--- src/rtl/mem_access_ctrl_pkg.sv ---
// Shared encodings for the MEM-stage data-memory controller: op codes, FSM states, stack defaults.
package mem_ctrl_pkg;

    localparam int unsigned AW_DEF  = 8;
    localparam int unsigned DW_DEF  = 8;
    localparam int unsigned OPW     = 3;
    localparam int unsigned STW     = 2;

    localparam logic [OPW-1:0] OP_NOP   = 3'd0;
    localparam logic [OPW-1:0] OP_LOAD  = 3'd1;
    localparam logic [OPW-1:0] OP_STORE = 3'd2;
    localparam logic [OPW-1:0] OP_PUSH  = 3'd3;
    localparam logic [OPW-1:0] OP_POP   = 3'd4;

    localparam logic [STW-1:0] IDLE     = 2'd0;
    localparam logic [STW-1:0] WR_ISSUE = 2'd1;
    localparam logic [STW-1:0] RD_ISSUE = 2'd2;
    localparam logic [STW-1:0] RD_CAP   = 2'd3;

    localparam logic [7:0] SP_RESET_DEF = 8'hFF;
    localparam logic [7:0] SP_LIMIT_DEF = 8'h80;

endpackage

--- src/rtl/mem_access_ctrl_if.sv ---
// Request/response handshake plus data-memory pins of the MEM-stage controller.
interface mem_access_ctrl_if
    import mem_ctrl_pkg::*;
#(
    parameter int unsigned AW = AW_DEF,
    parameter int unsigned DW = DW_DEF
);
    logic           req_valid;
    logic           req_ready;
    logic [OPW-1:0] req_op;
    logic [AW-1:0]  req_addr;
    logic [DW-1:0]  req_wdata;
    logic           rsp_valid;
    logic [DW-1:0]  rsp_data;
    logic           mem_we;
    logic           mem_re;
    logic [AW-1:0]  mem_a;
    logic [DW-1:0]  mem_wd;
    logic [DW-1:0]  mem_rd;
    logic [AW-1:0]  sp;
    logic           stack_err;

    // Controller side
    modport slave (
        input  req_valid, req_op, req_addr, req_wdata, mem_rd,
        output req_ready, rsp_valid, rsp_data, mem_we, mem_re, mem_a, mem_wd, sp, stack_err
    );

    // Requester and memory side
    modport master (
        output req_valid, req_op, req_addr, req_wdata, mem_rd,
        input  req_ready, rsp_valid, rsp_data, mem_we, mem_re, mem_a, mem_wd, sp, stack_err
    );
endinterface

--- src/rtl/mem_access_ctrl_stack_ptr.sv ---
// Full-descending stack pointer with modulo inc/dec; bounds guard enabled by STACK_GUARD_EN.
module stack_ptr #(
    parameter int unsigned    AW       = 8,
    parameter logic [AW-1:0]  SP_RESET = AW'(8'hFF),
    parameter logic [AW-1:0]  SP_LIMIT = AW'(8'h80)
) (
    input  logic          clk,
    input  logic          rst_n,
    input  logic          push_i,
    input  logic          pop_i,
    output logic [AW-1:0] sp_o,
    output logic [AW-1:0] next_sp_c_o,
    output logic          err_c_o
);
`ifdef STACK_GUARD_EN
    localparam logic GUARD = 1'b1;
`else
    localparam logic GUARD = 1'b0;
`endif

    logic [AW-1:0] sp_q, sp_d;

    // A guarded push/pop leaves the pointer where it is
    always_comb begin
        err_c_o = GUARD & ((push_i & (sp_q == SP_LIMIT)) | (pop_i & (sp_q == SP_RESET)));
        sp_d    = sp_q;
        if (!err_c_o) begin
            if (push_i)     sp_d = sp_q - AW'(1);
            else if (pop_i) sp_d = sp_q + AW'(1);
        end
    end

    always_ff @(posedge clk or negedge rst_n) begin
        if (!rst_n) sp_q <= SP_RESET;
        else        sp_q <= sp_d;
    end

    assign sp_o        = sp_q;
    assign next_sp_c_o = sp_d;

endmodule

--- src/rtl/mem_access_ctrl.sv ---
// MEM-stage initiator for the 256x8 data memory: load/store/push/pop over valid/ready.
// Optional stack bounds checking is compiled in with STACK_GUARD_EN.
module mem_access_ctrl
    import mem_ctrl_pkg::*;
#(
    parameter int unsigned   AW       = AW_DEF,
    parameter int unsigned   DW       = DW_DEF,
    parameter logic [AW-1:0] SP_RESET = AW'(SP_RESET_DEF),
    parameter logic [AW-1:0] SP_LIMIT = AW'(SP_LIMIT_DEF)
) (
    input logic              clk,
    input logic              rst_n,
    mem_access_ctrl_if.slave bus
);

    logic [STW-1:0] state_q, state_d;
    logic           accept_c, push_c, pop_c, err_c;
    logic [AW-1:0]  sp, next_sp_c;
    logic           mem_we_q, mem_we_d;
    logic           mem_re_q, mem_re_d;
    logic [AW-1:0]  mem_a_q, mem_a_d;
    logic [DW-1:0]  mem_wd_q, mem_wd_d;
    logic           rsp_valid_q, rsp_valid_d;
    logic [DW-1:0]  rsp_data_q, rsp_data_d;

    assign bus.req_ready = (state_q == IDLE);
    assign accept_c      = bus.req_valid & bus.req_ready;
    assign push_c        = accept_c & (bus.req_op == OP_PUSH);
    assign pop_c         = accept_c & (bus.req_op == OP_POP);

    stack_ptr #(
        .AW       (AW),
        .SP_RESET (SP_RESET),
        .SP_LIMIT (SP_LIMIT)
    ) u_stack_ptr (
        .clk         (clk),
        .rst_n       (rst_n),
        .push_i      (push_c),
        .pop_i       (pop_c),
        .sp_o        (sp),
        .next_sp_c_o (next_sp_c),
        .err_c_o     (err_c)
    );

    always_ff @(posedge clk or negedge rst_n) begin
        if (!rst_n) begin
            state_q     <= IDLE;
            mem_we_q    <= 1'b0;
            mem_re_q    <= 1'b0;
            mem_a_q     <= '0;
            mem_wd_q    <= '0;
            rsp_valid_q <= 1'b0;
            rsp_data_q  <= '0;
        end else begin
            state_q     <= state_d;
            mem_we_q    <= mem_we_d;
            mem_re_q    <= mem_re_d;
            mem_a_q     <= mem_a_d;
            mem_wd_q    <= mem_wd_d;
            rsp_valid_q <= rsp_valid_d;
            rsp_data_q  <= rsp_data_d;
        end
    end

    // Output registers are loaded with the values the next state must present
    always_comb begin
        state_d     = state_q;
        mem_we_d    = 1'b0;
        mem_re_d    = 1'b0;
        mem_a_d     = mem_a_q;
        mem_wd_d    = mem_wd_q;
        rsp_valid_d = 1'b0;
        rsp_data_d  = rsp_data_q;
        case (state_q)
            IDLE: begin
                if (accept_c) begin
                    case (bus.req_op)
                        OP_LOAD: begin
                            state_d  = RD_ISSUE;
                            mem_re_d = 1'b1;
                            mem_a_d  = bus.req_addr;
                        end
                        OP_STORE: begin
                            state_d  = WR_ISSUE;
                            mem_we_d = 1'b1;
                            mem_a_d  = bus.req_addr;
                            mem_wd_d = bus.req_wdata;
                        end
                        OP_PUSH: begin
                            if (!err_c) begin
                                state_d  = WR_ISSUE;
                                mem_we_d = 1'b1;
                                mem_a_d  = sp;
                                mem_wd_d = bus.req_wdata;
                            end
                        end
                        OP_POP: begin
                            if (!err_c) begin
                                state_d  = RD_ISSUE;
                                mem_re_d = 1'b1;
                                mem_a_d  = next_sp_c;
                            end else begin
                                rsp_valid_d = 1'b1;
                                rsp_data_d  = '0;
                            end
                        end
                        default: state_d = IDLE;
                    endcase
                end
            end
            WR_ISSUE: state_d = IDLE;
            RD_ISSUE: state_d = RD_CAP;
            RD_CAP: begin
                state_d     = IDLE;
                rsp_valid_d = 1'b1;
                rsp_data_d  = bus.mem_rd;
            end
            default: state_d = IDLE;
        endcase
    end

`ifdef STACK_GUARD_EN
    logic stack_err_q;

    // Sticky until reset
    always_ff @(posedge clk or negedge rst_n) begin
        if (!rst_n) stack_err_q <= 1'b0;
        else        stack_err_q <= stack_err_q | err_c;
    end

    assign bus.stack_err = stack_err_q;
`else
    assign bus.stack_err = 1'b0;
`endif

    assign bus.mem_we    = mem_we_q;
    assign bus.mem_re    = mem_re_q;
    assign bus.mem_a     = mem_a_q;
    assign bus.mem_wd    = mem_wd_q;
    assign bus.rsp_valid = rsp_valid_q;
    assign bus.rsp_data  = rsp_data_q;
    assign bus.sp        = sp;

endmodule

--- src/flat_wrapper.sv ---
// flat-port wrapper written by rule: the top's interface ports become plain ports
module mem_access_ctrl_flat import mem_ctrl_pkg::*;
#(
    parameter int unsigned   AW       = AW_DEF,
    parameter int unsigned   DW       = DW_DEF,
    parameter logic [AW-1:0] SP_RESET = AW'(SP_RESET_DEF),
    parameter logic [AW-1:0] SP_LIMIT = AW'(SP_LIMIT_DEF)
)
  (clk, rst_n, bus_req_valid, bus_req_op, bus_req_addr, bus_req_wdata, bus_mem_rd, bus_req_ready, bus_rsp_valid, bus_rsp_data, bus_mem_we, bus_mem_re, bus_mem_a, bus_mem_wd, bus_sp, bus_stack_err);
  mem_access_ctrl_if #(.AW(AW), .DW(DW)) bus_i ();
  input logic clk;
  input logic rst_n;
  input wire logic [$bits(bus_i.req_valid)-1:0] bus_req_valid;
  input wire logic [$bits(bus_i.req_op)-1:0] bus_req_op;
  input wire logic [$bits(bus_i.req_addr)-1:0] bus_req_addr;
  input wire logic [$bits(bus_i.req_wdata)-1:0] bus_req_wdata;
  input wire logic [$bits(bus_i.mem_rd)-1:0] bus_mem_rd;
  output wire logic [$bits(bus_i.req_ready)-1:0] bus_req_ready;
  output wire logic [$bits(bus_i.rsp_valid)-1:0] bus_rsp_valid;
  output wire logic [$bits(bus_i.rsp_data)-1:0] bus_rsp_data;
  output wire logic [$bits(bus_i.mem_we)-1:0] bus_mem_we;
  output wire logic [$bits(bus_i.mem_re)-1:0] bus_mem_re;
  output wire logic [$bits(bus_i.mem_a)-1:0] bus_mem_a;
  output wire logic [$bits(bus_i.mem_wd)-1:0] bus_mem_wd;
  output wire logic [$bits(bus_i.sp)-1:0] bus_sp;
  output wire logic [$bits(bus_i.stack_err)-1:0] bus_stack_err;
  assign bus_i.req_valid = bus_req_valid;
  assign bus_i.req_op = bus_req_op;
  assign bus_i.req_addr = bus_req_addr;
  assign bus_i.req_wdata = bus_req_wdata;
  assign bus_i.mem_rd = bus_mem_rd;
  assign bus_req_ready = bus_i.req_ready;
  assign bus_rsp_valid = bus_i.rsp_valid;
  assign bus_rsp_data = bus_i.rsp_data;
  assign bus_mem_we = bus_i.mem_we;
  assign bus_mem_re = bus_i.mem_re;
  assign bus_mem_a = bus_i.mem_a;
  assign bus_mem_wd = bus_i.mem_wd;
  assign bus_sp = bus_i.sp;
  assign bus_stack_err = bus_i.stack_err;
  mem_access_ctrl #(.AW(AW), .DW(DW), .SP_RESET(SP_RESET), .SP_LIMIT(SP_LIMIT)) u_core (.clk(clk), .rst_n(rst_n), .bus(bus_i));
endmodule
--- config.mk ---
export PLATFORM = sky130hd
export DESIGN_NAME = mem_access_ctrl_flat
export DESIGN_NICKNAME = d
export VERILOG_FILES = /design/src/rtl/mem_access_ctrl_pkg.sv /design/src/rtl/mem_access_ctrl_if.sv /design/src/rtl/mem_access_ctrl_stack_ptr.sv /design/src/rtl/mem_access_ctrl.sv /design/src/flat_wrapper.sv
export SDC_FILE = /design/constraint.sdc
export NUM_CORES = 1
export LEC_CHECK = 0
export CAP_MARGIN = 20
export CORE_UTILIZATION = 30
export CTS_CLUSTER_SIZE = 40
export DETAILED_ROUTE_END_ITERATION = 8
export GPL_TIMING_DRIVEN = 0
export PLACE_DENSITY = 0.63
export SYNTH_ARGS = -nofsm -noshare
export SYNTH_HDL_FRONTEND = slang
export SYNTH_HIERARCHICAL = 1
export SYNTH_SLANG_ARGS = --single-unit
--- constraint.sdc ---
create_clock -name clk -period 2.9 [get_ports clk]
set_input_delay 0.58 -clock clk [delete_from_list [all_inputs] [get_ports clk]]
set_output_delay 0.58 -clock clk [all_outputs]
set_load 0.03 [all_outputs]
# == Word-level counts from Yosys, hierarchy flattened ==
# Cells that the tools add are included.
# classes
n_bitwise,3
reduce_logical,8
eq_ne,8
n_addsub,2
n_mux,13
# op_table
cell,count
$pmux W8 S3,1
$mux W8,2
$add A8 B1 Y8 const B,1
$reduce_or A2 Y1,4
$sub A8 B1 Y8 const B,1
$mux W1,7
$eq A3 B2 Y1 const B,2
$pmux W2 S3,1
$reduce_and A3 Y1,2
$eq A2 B2 Y1 const B,2
$pmux W2 S2,1
$and A1 B1 Y1,3
$eq A3 B1 Y1 const B,1
$eq A3 B3 Y1 const B,1
$reduce_bool A3 Y1,1
$eq A2 B1 Y1 const B,1
$logic_not A2 Y1,1
$mux W2,1
$ne A2 B2 Y1 const B,1
# word_totals
word_cells,42
reg_bits,37

# == Longest topological paths before layout ==
# Gate-level depths: netlist of run 1.
# logic_depth
depth_word,6
mapped_depth,12
ltp_nobuf,11

# == Modules after synthesis ==
# The synthesis of run 1 kept the hierarchy.
# by_module_without_submodules
mod,area_each_um2,cells_each,n_inst
mem_access_ctrl,1689.1,161,1
stack_ptr,467.9,46,1

# == Worst setup path after synthesis of run 1 ==
# Ideal clock, no wire load.
# synth_timing
path_kind,flip-flop to flip-flop
startpoint,reg u_core.state_q[0]
endpoint,reg u_core.mem_a_q[7] (netlist: u_core/bus.mem_a[7])
path_stages_with_launch,13
required_ns,2.772
synth_period_minus_slack_ns,2.878
setup_ns,0.128
arrival_time_ns,2.750
setup_slack_ns,0.022
n_path_buf,1
cell_sequence,dfrtp_1 > inv_1 > ha_1 > nand2_1 > nor3b_1 > buf_6 > or4b_4 > nor2_1 > a31oi_1 > xnor2_1 > o22ai_1 > a221oi_1 > mux2_1
# synth_between
word_cells_on_any_way,8
# synth_lines
item,line,source
start: declaration,mem_access_ctrl.sv:16,"logic [STW-1:0] state_q, state_d;"
start signal: assignment,mem_access_ctrl.sv:55,state_q <= state_d;
$logic_not A2 Y1,mem_access_ctrl.sv:26,assign bus.req_ready = (state_q == IDLE);
named net bus_req_ready,flat_wrapper.sv:18,output wire logic [$bits(bus_i.req_ready)-1:0] bus_req_ready;
$and A1 B1 Y1,mem_access_ctrl.sv:27,assign accept_c = bus.req_valid & bus.req_ready;
$and A1 B1 Y1,mem_access_ctrl.sv:28,assign push_c = accept_c & (bus.req_op == OP_PUSH);
named net u_core.push_c,mem_access_ctrl.sv:17,"logic accept_c, push_c, pop_c, err_c;"
$mux W8,mem_access_ctrl_stack_ptr.sv:28,if (push_i) sp_d = sp_q - AW'(1);
named net u_core.next_sp_c[7],mem_access_ctrl.sv:18,"logic [AW-1:0] sp, next_sp_c;"
$pmux W8 S3,mem_access_ctrl.sv:77,case (bus.req_op)
end signal: assignment,mem_access_ctrl.sv:58,mem_a_q <= mem_a_d;
end: declaration,mem_access_ctrl.sv:21,"logic [AW-1:0] mem_a_q, mem_a_d;"
# The timed path passes the listed nets, and every way through them passes these cells.
# A chain may end at the register's enable or synchronous reset.

# == Worst setup path in the final report of run 1 ==
# layout_timing
startpoint,reg u_core.state_q[1]
endpoint,reg u_core.mem_a_q[5] (netlist: u_core/bus.mem_a[5])
# layout_between
word_cells_on_any_way,8
# layout_lines
item,line
$logic_not A2 Y1,mem_access_ctrl.sv:26
$and A1 B1 Y1,mem_access_ctrl.sv:27
$and A1 B1 Y1,mem_access_ctrl.sv:28
named net u_core.push_c,mem_access_ctrl.sv:17
$mux W8,mem_access_ctrl_stack_ptr.sv:28
named net u_core.next_sp_c[5],mem_access_ctrl.sv:18
$pmux W8 S3,mem_access_ctrl.sv:77
# The timed path passes the listed nets, and every way through them passes these cells.

==> results of run 1 <==
## worst max-delay path by stage
stage | start | endpoint | cells past startpoint
global route | u_core/state_q[1]$_DFFE_PN0P_ | u_core/bus.mem_a[7]$_DFFE_PN0P_ | 12
global placement | bus_req_op[2] | u_core/bus.mem_a[5]$_DFFE_PN0P_ | 12
detailed placement | bus_req_op[2] | u_core/bus.mem_a[5]$_DFFE_PN0P_ | 12
CTS | bus_req_op[2] | u_core/bus.mem_a[5]$_DFFE_PN0P_ | 12
floorplan | u_core/state_q[0]$_DFFE_PN0P_ | u_core/bus.mem_a[7]$_DFFE_PN0P_ | 12
finish | u_core/state_q[1]$_DFFE_PN0P_ | u_core/bus.mem_a[5]$_DFFE_PN0P_ | 12
## synth_stat cells (2+ instances only)
master | n | area (um2)
a21oi_1 | 4 | 20.0
a221oi_1 | 8 | 70.1
buf_2 | 5 | 25.0
buf_4 | 4 | 30.0
buf_6 | 2 | 22.5
conb_1 | 2 | 7.51
dfrtp_1 | 29 | 726
dfstp_2 | 8 | 210
ha_1 | 5 | 62.6
inv_1 | 14 | 52.6
mux2_2 | 15 | 169
mux2i_1 | 10 | 100
nand2_1 | 16 | 60.1
nand2b_1 | 5 | 31.3
nand4_1 | 2 | 12.5
nor2_1 | 8 | 30.0
nor2b_1 | 2 | 12.5
nor3_1 | 11 | 55.1
o21ai_0 | 2 | 10.0
o22ai_1 | 10 | 62.6
o31ai_1 | 8 | 60.1
or2_2 | 2 | 12.5
or2b_1 | 4 | 30.0
xnor2_1 | 4 | 35.0
xor2_1 | 3 | 26.3
## power by group through the flow
stage	Combinational (W)	Sequential, W	Clock, W
floorplan	0.000510	0.00129	0
global placement	0.00142	0.000928	0
detailed placement	0.00144	0.000933	0
CTS	0.00148	0.000928	0.000367
global route	0.00163	0.000956	0.000393
finish	0.00152	0.000924	0.000359
## state kept, by name, summed over array words and instances, names as in the netlist
register / cells
u_core/bus.mem_a: 8
u_core/bus.mem_re: 1
u_core/bus.mem_wd: 8
u_core/bus.mem_we: 1
u_core/bus.rsp_data: 8
u_core/bus.rsp_valid: 1
u_core/state_q: 2
u_core/u_stack_ptr/sp_o: 8
## layer usage
layer | track usage [%] | part of all wire, %
met5 | 0 | 0
met4 | 4.55 | 0.48
met3 | 5.52 | 9.0
met2 | 24.3 | 47
met1 | 18.9 | 43
## worst register-to-register path, stage by stage, from the launching register on
cell and delay [ns]:
dfrtp_1 0.42, inv_1 0.11, ha_4 0.19, nand2_2 0.12
nor3b_4 0.21, buf_6 0.14, or4b_4 0.49, nor3_2 0.12
nor2_1 0.08, xnor2_1 0.20, o22ai_1 0.11, a221oi_2 0.26
mux2_2 0.19
## cell families (layout without fill, tap and decap cells)
kind of cell    count (synthesis)  after routing
xor+xnor                        7              7
simple gates                   61             61
compound gates                 40             40
mux                            26             26
fa+ha+maj                       5              5
other cells                     2              2
buf+inv                        29            108
flops                          37             37
## timing repair
item | in CTS | in global routing
buffers inserted | 6 | 1
pin swaps | 1 | 4
setup endpoints to repair | 5 | 5
gates resized for setup | 9 | 10
## metrics by stage
stage          instance area [um2]  TNS [ns]  worst slack (ns)
4_1_cts                       3070   -0.0438           -0.0438
3_5_place_dp                  2910     -3.49            -0.718
3_3_place_gp                  2920     -3.31            -0.714
6_report                      3110         0             0.198
5_1_grt                       3110         0           0.00889
2_1_floorplan                 2160         0            0.0222
## final cells by class
class / count / area [um2] / area share (%)
buffer: 14 / 104 / 3.34
clock buffer: 6 / 72.6 / 2.33
clock inverter: 2 / 10.0 / 0.322
inverter: 15 / 56.3 / 1.81
multi-input combinational: 141 / 1120 / 36.0
sequential: 37 / 936 / 30.1
tap: 96 / 120 / 3.86
timing repair buffer: 71 / 692 / 22.2
==> flow_summary_export.csv, run 1 <==
group,metric,value,unit
run_status,status,"completed",
sta,worst_slew_margin_rel,44.1,%
die,initial_core_util,31.4,%
logic_synthesis,yosys_warnings,6,
detailed_routing,drc,0,
sta,skew,0.00895,ns
clock_tree,htreeDepth,2,
critical_path,cpMaxStageDelayCell,"or4b_4",
critical_path,cp.arrival,2.93,ns
detailed_routing,drt_pass1_iterations,4,
power,intPower,0.00163,W
power,pwr-share-clk,12.8,%
detailed_routing,vias,1852,
detailed_routing,wl_per_cell,14.1,um
die,coreArea,6870,um2
power,p_per_area,902,nW/um2
critical_path,cp_num_buf_inv,2,
finish,layout.cells.non_filler,382,
finish,layout_commonest_cell,"clkdlybuf4s50_1",
die,num_io_pins,67,
global_route,grt_pass1_wl,8810,um
global_route,grt_max_degree,38,
logic_synthesis,synth_mux_area_share,13.0,%
clock_tree,cts_sinks,37,
global_route,grt_usage,15.1,%
logic_synthesis,synth_flop_cell,"dfrtp_1",
clock_tree,cts_tree,"done",
die,die_h,86.8,um
critical_path,r2r_end,"u_core/bus.mem_a[5]$_DFFE_PN0P_",
critical_path,r2r_slack,0.20,ns
job,cap_violations,0,
finish,layout.nets,320,
detailed_routing,routed_via_density,4.85,
clock_tree,cts-buffers-inserted,5,
detailed_routing,ant_nets,0,
global_route,grt_pass1_vias,1805,
detailed_routing,wl,5400,um
critical_path,end_kind,"register",
power,leakagePower,1.31,nW
finish,nFillCells,665,
die,die_area,7530,um2
hold_path,min_path_type,"in -> async",
sta,hold_violations,0,
critical_path,critPathMaxFanout,6,
logic_synthesis,synthCells,207,
placement,dpl.cell_count,367,
power,pwr-share-seq,33.0,%
logic_synthesis,yosysSeqAreaShare,43.4,%
placement,place.gp.congestion,0.764,
logic_synthesis,synth_edf_count,0,
critical_path,reg2reg_depth,12,
sta,worst_pin_slew,0.838,ns
logic_synthesis,async_flop_share,100,%
logic_synthesis,synth_nets,242,
sta,drv_slew,0,
sta,period_minus_slack,2.70,ns
global_route,grt_overflow,0,
placement,port_buffers,64,
clock_tree,clock-root-buffer,"clkbuf_8",
power,ir_drop,0.000473,V
critical_path,critPathLaunchType,"register",
global_route,antenna_found_initial,0,
critical_path,r2r-start,"u_core/state_q[1]$_DFFE_PN0P_",
sta,post-route-period-util,93.2,%
finish,area_delta_synth_final,44.2,%
logic_synthesis,synth.distinct_cells,49,
sta,hold_ws,0.389,ns
clock_tree,clk_latency,0.29,ns
clock_tree,cts.reportedPaths.clkPinSlew,0.08,ns
logic_synthesis,synthXorXnorAreaFrac,2.84,%
finish,fin_util,45.3,%
critical_path,critical_path_class,"reg -> reg",
critical_path,crit_required,3.13,ns
critical_path,path_cells,"inv_1 -> ha_4 -> nand2_2 -> nor3b_4 -> buf_6 -> or4b_4 -> nor3_2 -> nor2_1 -> xnor2_1 -> o22ai_1 -> a221oi_2 -> mux2_2",
logic_synthesis,synthSimpleGateAreaFrac,16.0,%
power,switching_share,41.8,%
sta,fmax,370,MHz
logic_synthesis,synth.avg_cell_area,10.4,um2
clock_tree,clockBufferDepth,2,
critical_path,slowest_delay,0.49,ns
finish,most-common-layout-cells,"clkdlybuf4s50_1 (60), dfrtp_1 (29), mux2_2 (15), nand2_1 (15), inv_1 (13)",
placement,dp_hpwl,3820,um
power,fin_total_pwr,0.00281,W
power,comb_power_share,54.2,%
logic_synthesis,synthAdderAreaFrac,2.90,%
sta,rsz0062_at_grt,"false",
logic_synthesis,synth-compound-area-share,14.7,%
detailed_routing,drt_iter0_markers,116,
sta,finalSetupViolations,0,
die,rows,30,
power,net-switching-power,0.00117,W
critical_path,crit_family,"simple AND/OR/NAND/NOR gates",
clock_tree,cts_hold_buf,0,
logic_synthesis,ys_seq_elements,37,
finish,drive_gt1_share,24.8,%
die,die_w,86.8,um
finish,antenna_cells,0,
logic_synthesis,synth_top_family_by_area,"simple AND/OR/NAND/NOR gates",
logic_synthesis,netlist_area,2160,um2
Power figures use the tool's default switching activity.
==> inputs of run 2 (changes only) <==
SKIP_CTS_REPAIR_TIMING = 1   (was default)
==> run 2 against run 1 <==
- sequential power is essentially flat
- largest power group unchanged
- core utilization decreased by 0.36 points
- clock power about the same
- combinational power barely moved
- worst setup slack got worse by 0.015 ns
- clock-buffer cell count unchanged
- non-clock buffer count is 4 lower
- maximum frequency shrank 0.55%
- clock skew fell by 0.0016 ns
- critical path type unchanged
- register-to-register slack barely moved
==> flow_summary_export.csv, run 2 (synthesized netlist as in run 1, its figures left out) <==
group,metric,value,unit
die,die_w,86.8,um
clock_tree,clk_latency,0.29,ns
clock_tree,clock-root-buffer,"clkbuf_8",
critical_path,critPathLaunchType,"register",
sta,fmax,368,MHz
finish,antenna_cells,0,
sta,worst_slew_margin_rel,44.0,%
global_route,grt_max_degree,38,
finish,layout_commonest_cell,"clkdlybuf4s50_1",
finish,design_area,3090,um2
critical_path,crit_start,"u_core/state_q[0]$_DFFE_PN0P_",
sta,hold_violations,0,
die,die_area,7530,um2
sta,setup_ws,0.183,ns
critical_path,cp.arrival,2.95,ns
hold_path,min_path_type,"in -> async",
placement,dpl.cell_count,367,
clock_tree,cts-buffers-inserted,5,
sta,drv_slew,0,
clock_tree,clockBufferDepth,2,
critical_path,crit_required,3.13,ns
run_status,status,"completed",
clock_tree,htreeDepth,2,
critical_path,r2r-start,"u_core/state_q[0]$_DFFE_PN0P_",
die,initial_core_util,31.4,%
power,ir_drop,0.000473,V
placement,pre_cts_ws,-0.718,ns
power,fin_total_pwr,0.00277,W
sta,finalSetupViolations,0,
finish,area_delta_synth_final,43.0,%
sta,post-route-period-util,93.7,%
sta,skew,0.00736,ns
detailed_routing,wl_per_cell,14.3,um
critical_path,critical_path_class,"reg -> reg",
detailed_routing,routed_via_density,4.90,
detailed_routing,drt_iter0_markers,146,
placement,dp_hpwl,3820,um
global_route,grt_pass1_vias,1765,
die,rows,30,
placement,place.gp.congestion,0.764,
critical_path,end_kind,"register",
die,num_io_pins,67,
die,die_h,86.8,um
detailed_routing,drc,0,
placement,placedInstanceArea,2910,um2
clock_tree,cts_sinks,37,
critical_path,reg2reg_depth,12,
finish,layout.nets,316,
placement,port_buffers,64,
critical_path,critPathMaxFanout,8,
power,leakagePower,1.30,nW
sta,worst_pin_slew,0.841,ns
finish,drive_gt1_share,23.8,%
finish,nFillCells,667,
sta,rsz0062_at_grt,"false",
clock_tree,cts_tree,"done",
job,cap_violations,0,
finish,layout.cells.non_filler,378,
detailed_routing,drt_pass1_iterations,4,
global_route,grt_usage,14.9,%
clock_tree,cts.reportedPaths.clkPinSlew,0.08,ns
critical_path,r2r_end,"u_core/bus.mem_a[7]$_DFFE_PN0P_",
die,coreArea,6870,um2
global_route,antenna_found_initial,0,
global_route,grt_overflow,0,
finish,most-common-layout-cells,"clkdlybuf4s50_1 (60), dfrtp_1 (29), mux2_2 (15), nand2_1 (15), inv_1 (13)",
critical_path,r2r_slack,0.18,ns
finish,fin_util,44.9,%
global_route,grt_pass1_wl,8690,um
detailed_routing,wl,5400,um
detailed_routing,vias,1854,
sta,period_minus_slack,2.72,ns
detailed_routing,ant_nets,0,
power,p_per_area,898,nW/um2
critical_path,endpoint,"u_core/bus.mem_a[7]$_DFFE_PN0P_",
==> run 2: cell count changes in the layout (fill, tap and decap cells not counted), sizes merged <==
cell / before / now
buf: 21 / 17
dlymetal6s2s: 2 / 3
dlygate4sd2: 1 / 0
==> run 2: where the power goes <==
part	switching (W)	internal [W]	leakage [nW]	total, W
Sequential	0.000173	0.000752	0.452	0.000925
Combinational	0.000802	0.000685	0.805	0.00149
Clock	0.000193	0.000167	0.0450	0.000360
Total	0.00117	0.00160	1.30	0.00277
==> run 2: through the flow <==
| step | hold slack [ns] | setup TNS (ns) |
|---|---|---|
| floorplan | 0.284 | 0 |
| global placement | 0.481 | -3.31 |
| detailed placement | 0.486 | -3.49 |
| CTS | 0.422 | -1.44 |
| global route | 0.474 | 0 |
| finish | 0.390 | 0 |
==> run 2: cell type report <==
type / instances / area, um2 / share of cell area [%]
multi-input combinational: 141 / 1120 / 36.5
sequential: 37 / 936 / 30.3
timing repair buffer: 67 / 666 / 21.6
tap: 96 / 120 / 3.89
buffer: 14 / 100 / 3.24
clock buffer: 6 / 72.6 / 2.35
inverter: 15 / 56.3 / 1.82
clock inverter: 2 / 10.0 / 0.324
==> run 2: routing by layer <==
| layer | wire, um | track usage, % |
|---|---|---|
| met4 | 50 | 4.55 |
| met3 | 449 | 5.52 |
| met5 | 0 | 0 |
| met2 | 2510 | 23.6 |
| met1 | 2390 | 18.9 |
==> run 2: how the worst min path moves through the flow <==
stage                                          startpoint                                 end  slack, ns  cells past startpoint
after CTS                                           rst_n     u_core/bus.mem_a[7]$_DFFE_PN0P_       0.42                      1
after detailed placement  u_core/bus.mem_a[7]$_DFFE_PN0P_     u_core/bus.mem_a[7]$_DFFE_PN0P_       0.49                      1
final                                               rst_n     u_core/bus.mem_a[5]$_DFFE_PN0P_       0.39                      1
after floorplan                                     rst_n     u_core/bus.mem_a[0]$_DFFE_PN0P_       0.28                      0
after global placement    u_core/bus.mem_a[7]$_DFFE_PN0P_     u_core/bus.mem_a[7]$_DFFE_PN0P_       0.48                      1
after global routing                                rst_n  u_core/bus.rsp_data[2]$_DFFE_PN0P_       0.47                      1
==> run 2: worst max-delay path: stages, from the launching register on <==
cell	delay [ns]
dfrtp_1	0.43
inv_2	0.10
ha_4	0.20
nand2_4	0.10
nor3b_4	0.19
buf_6	0.15
or4b_4	0.49
nor2_2	0.13
a31oi_1	0.06
xnor2_1	0.24
o22ai_1	0.10
a221oi_1	0.27
mux2_4	0.19
==> inputs of run 3 (changes only) <==
CORE_UTILIZATION = 40   (was 30)
PLACE_DENSITY = 0.77   (was 0.63)
TNS_END_PERCENT = 100   (was default)
==> run 3 against run 2 <==
- via count increased by 0.97%
- maximum frequency down 1.7%
- sequential power rose by 0.8%
- worst setup slack worse by 0.048 ns
- critical endpoint is now u_core/bus.mem_a[5]$_DFFE_PN0P_
- first-iteration DRC count up 45%
==> flow_summary_export.csv, run 3 (synthesized netlist as in run 1, its figures left out) <==
group,metric,value,unit
die,die_h,75.4,um
global_route,antenna_found_initial,0,
finish,nFillCells,465,
finish,fin_util,59.8,%
sta,rsz0062_at_grt,"false",
detailed_routing,drt_pass1_iterations,4,
detailed_routing,routed_via_density,5.30,
detailed_routing,vias,1872,
sta,finalSetupViolations,0,
finish,area_delta_synth_final,42.4,%
placement,place.gp.congestion,0.771,
critical_path,crit_family,"simple AND/OR/NAND/NOR gates",
sta,post-route-period-util,95.3,%
clock_tree,cts_tree,"done",
critical_path,path_cells,"inv_2 -> ha_4 -> nand2_4 -> nor3b_4 -> buf_6 -> or4b_4 -> nor3_2 -> nor2_1 -> xnor2_1 -> o22ai_1 -> a221oi_2 -> mux2_2",
finish,antenna_cells,0,
die,coreArea,5140,um2
die,num_io_pins,67,
sta,worst_slew_margin_rel,45.9,%
critical_path,cpMaxStageDelayCell,"or4b_4",
sta,tns,0,ns
global_route,grt_pass1_wl,8180,um
global_route,grt_pass1_vias,1758,
sta,hold_violations,0,
critical_path,critPathLaunchType,"register",
detailed_routing,drt_iter0_markers,211,
critical_path,critical_path_class,"reg -> reg",
global_route,grt_overflow,0,
detailed_routing,wl_per_cell,15.0,um
die,die_area,5690,um2
power,p_per_area,905,nW/um2
clock_tree,cts.reportedPaths.clkPinSlew,0.07,ns
clock_tree,htreeDepth,2,
finish,most-common-layout-cells,"clkdlybuf4s50_1 (60), dfrtp_1 (29), mux2_2 (15), nand2_1 (15), inv_1 (13)",
detailed_routing,wl,5280,um
critical_path,crit_required,3.12,ns
finish,drive_gt1_share,23.7,%
sta,fmax,362,MHz
power,leakagePower,1.31,nW
critical_path,critPathMaxFanout,8,
hold_path,min_path_type,"in -> async",
die,initial_core_util,42.0,%
sta,worst_pin_slew,0.811,ns
critical_path,end_kind,"register",
clock_tree,cts-buffers-inserted,5,
die,rows,26,
placement,port_buffers,64,
global_route,grt_max_degree,38,
detailed_routing,drc,0,
finish,layout.nets,318,
sta,drv_slew,0,
sta,period_minus_slack,2.76,ns
critical_path,cp.arrival,2.99,ns
sta,skew,0.00577,ns
power,ir_drop,0.000474,V
detailed_routing,ant_nets,0,
finish,layout_commonest_cell,"clkdlybuf4s50_1",
clock_tree,clockBufferDepth,2,
global_route,grt_usage,19.0,%
clock_tree,clk_latency,0.28,ns
critical_path,slowest_delay,0.49,ns
critical_path,cp_num_buf_inv,2,
die,die_w,75.4,um
clock_tree,cts_sinks,37,
placement,dp_hpwl,3810,um
clock_tree,clock-root-buffer,"clkbuf_8",
job,cap_violations,0,
run_status,status,"completed",
## run 3: final timing paths
| kind | start | to | slack (ns) | depth (start not counted) |
|---|---|---|---|---|
| max | u_core/state_q[0]$_DFFE_PN0P_ | u_core/bus.mem_a[5]$_DFFE_PN0P_ | 0.14 | 12 |
| min | rst_n | u_core/bus.mem_a[7]$_DFFE_PN0P_ | 0.39 | 1 |
| max reg2reg | u_core/state_q[0]$_DFFE_PN0P_ | u_core/bus.mem_a[5]$_DFFE_PN0P_ | 0.14 | 12 |
| min reg2reg | u_core/bus.mem_wd[2]$_DFFE_PN0P_ | u_core/bus.mem_wd[2]$_DFFE_PN0P_ | 0.50 | 1 |
| max in group asynchronous | rst_n | u_core/bus.mem_wd[5]$_DFFE_PN0P_ | 1.99 | 1 |
| min in group clk | u_core/bus.mem_wd[2]$_DFFE_PN0P_ | u_core/bus.mem_wd[2]$_DFFE_PN0P_ | 0.50 | 1 |
## run 3: layout make-up
type	count	area (um2)	area share (%)
Inverter	15	56.3	1.83
Multi-Input combinational cell	141	1120	36.6
Buffer	14	100	3.26
Tap cell	70	87.6	2.85
Timing Repair Buffer	69	681	22.2
Clock buffer	7	86.3	2.81
Sequential cell	37	936	30.5
## run 3: layer usage
layer | vias up | global-route usage [%] | wire length, um | part of all wire (%)
met4 | 0 | 5.35 | 63 | 1.2
met2 | 81 | 31.6 | 2610 | 49
met5 | - | 0 | 0 | 0
li1 | 888 | - | - | -
met1 | 897 | 24.4 | 2230 | 42
met3 | 6 | 5.29 | 379 | 7.2
## run 3: worst reg2reg max path: cells and delay by family, from the launching register on
family                   cells  cell delay [ns]
flip-flops                   1             0.42
XOR/XNOR                     1             0.24
AO/OA/AOI/OAI                2             0.40
adder cells (fa/ha/maj)      1             0.21
buffers and inverters        2             0.24
AND/OR/NAND/NOR              5             0.99
multiplexers                 1             0.20
## run 3: metrics by stage
stage | hold slack [ns] | total power [W] | setup WS, ns | area [um2] | std cells
final | 0.390 | 0.00278 | 0.135 | 3070 | 353
after detailed placement | 0.494 | 0.00238 | -0.833 | 2880 | 341
after floorplan | 0.284 | 0.00180 | 0.0222 | 2160 | 207
after global placement | 0.477 | 0.00234 | -0.755 | 2890 | 341
after global routing | 0.458 | 0.00295 | 0.0251 | 3070 | 353
after CTS | 0.421 | 0.00274 | -0.536 | 2970 | 348
## run 3: power breakdown
group,total [W],internal [W],switching (W)
registers,0.000932,0.000753,0.000179
clock network,0.000354,0.000188,0.000165
logic,0.00149,0.000688,0.000806
total,0.00278,0.00163,0.00115
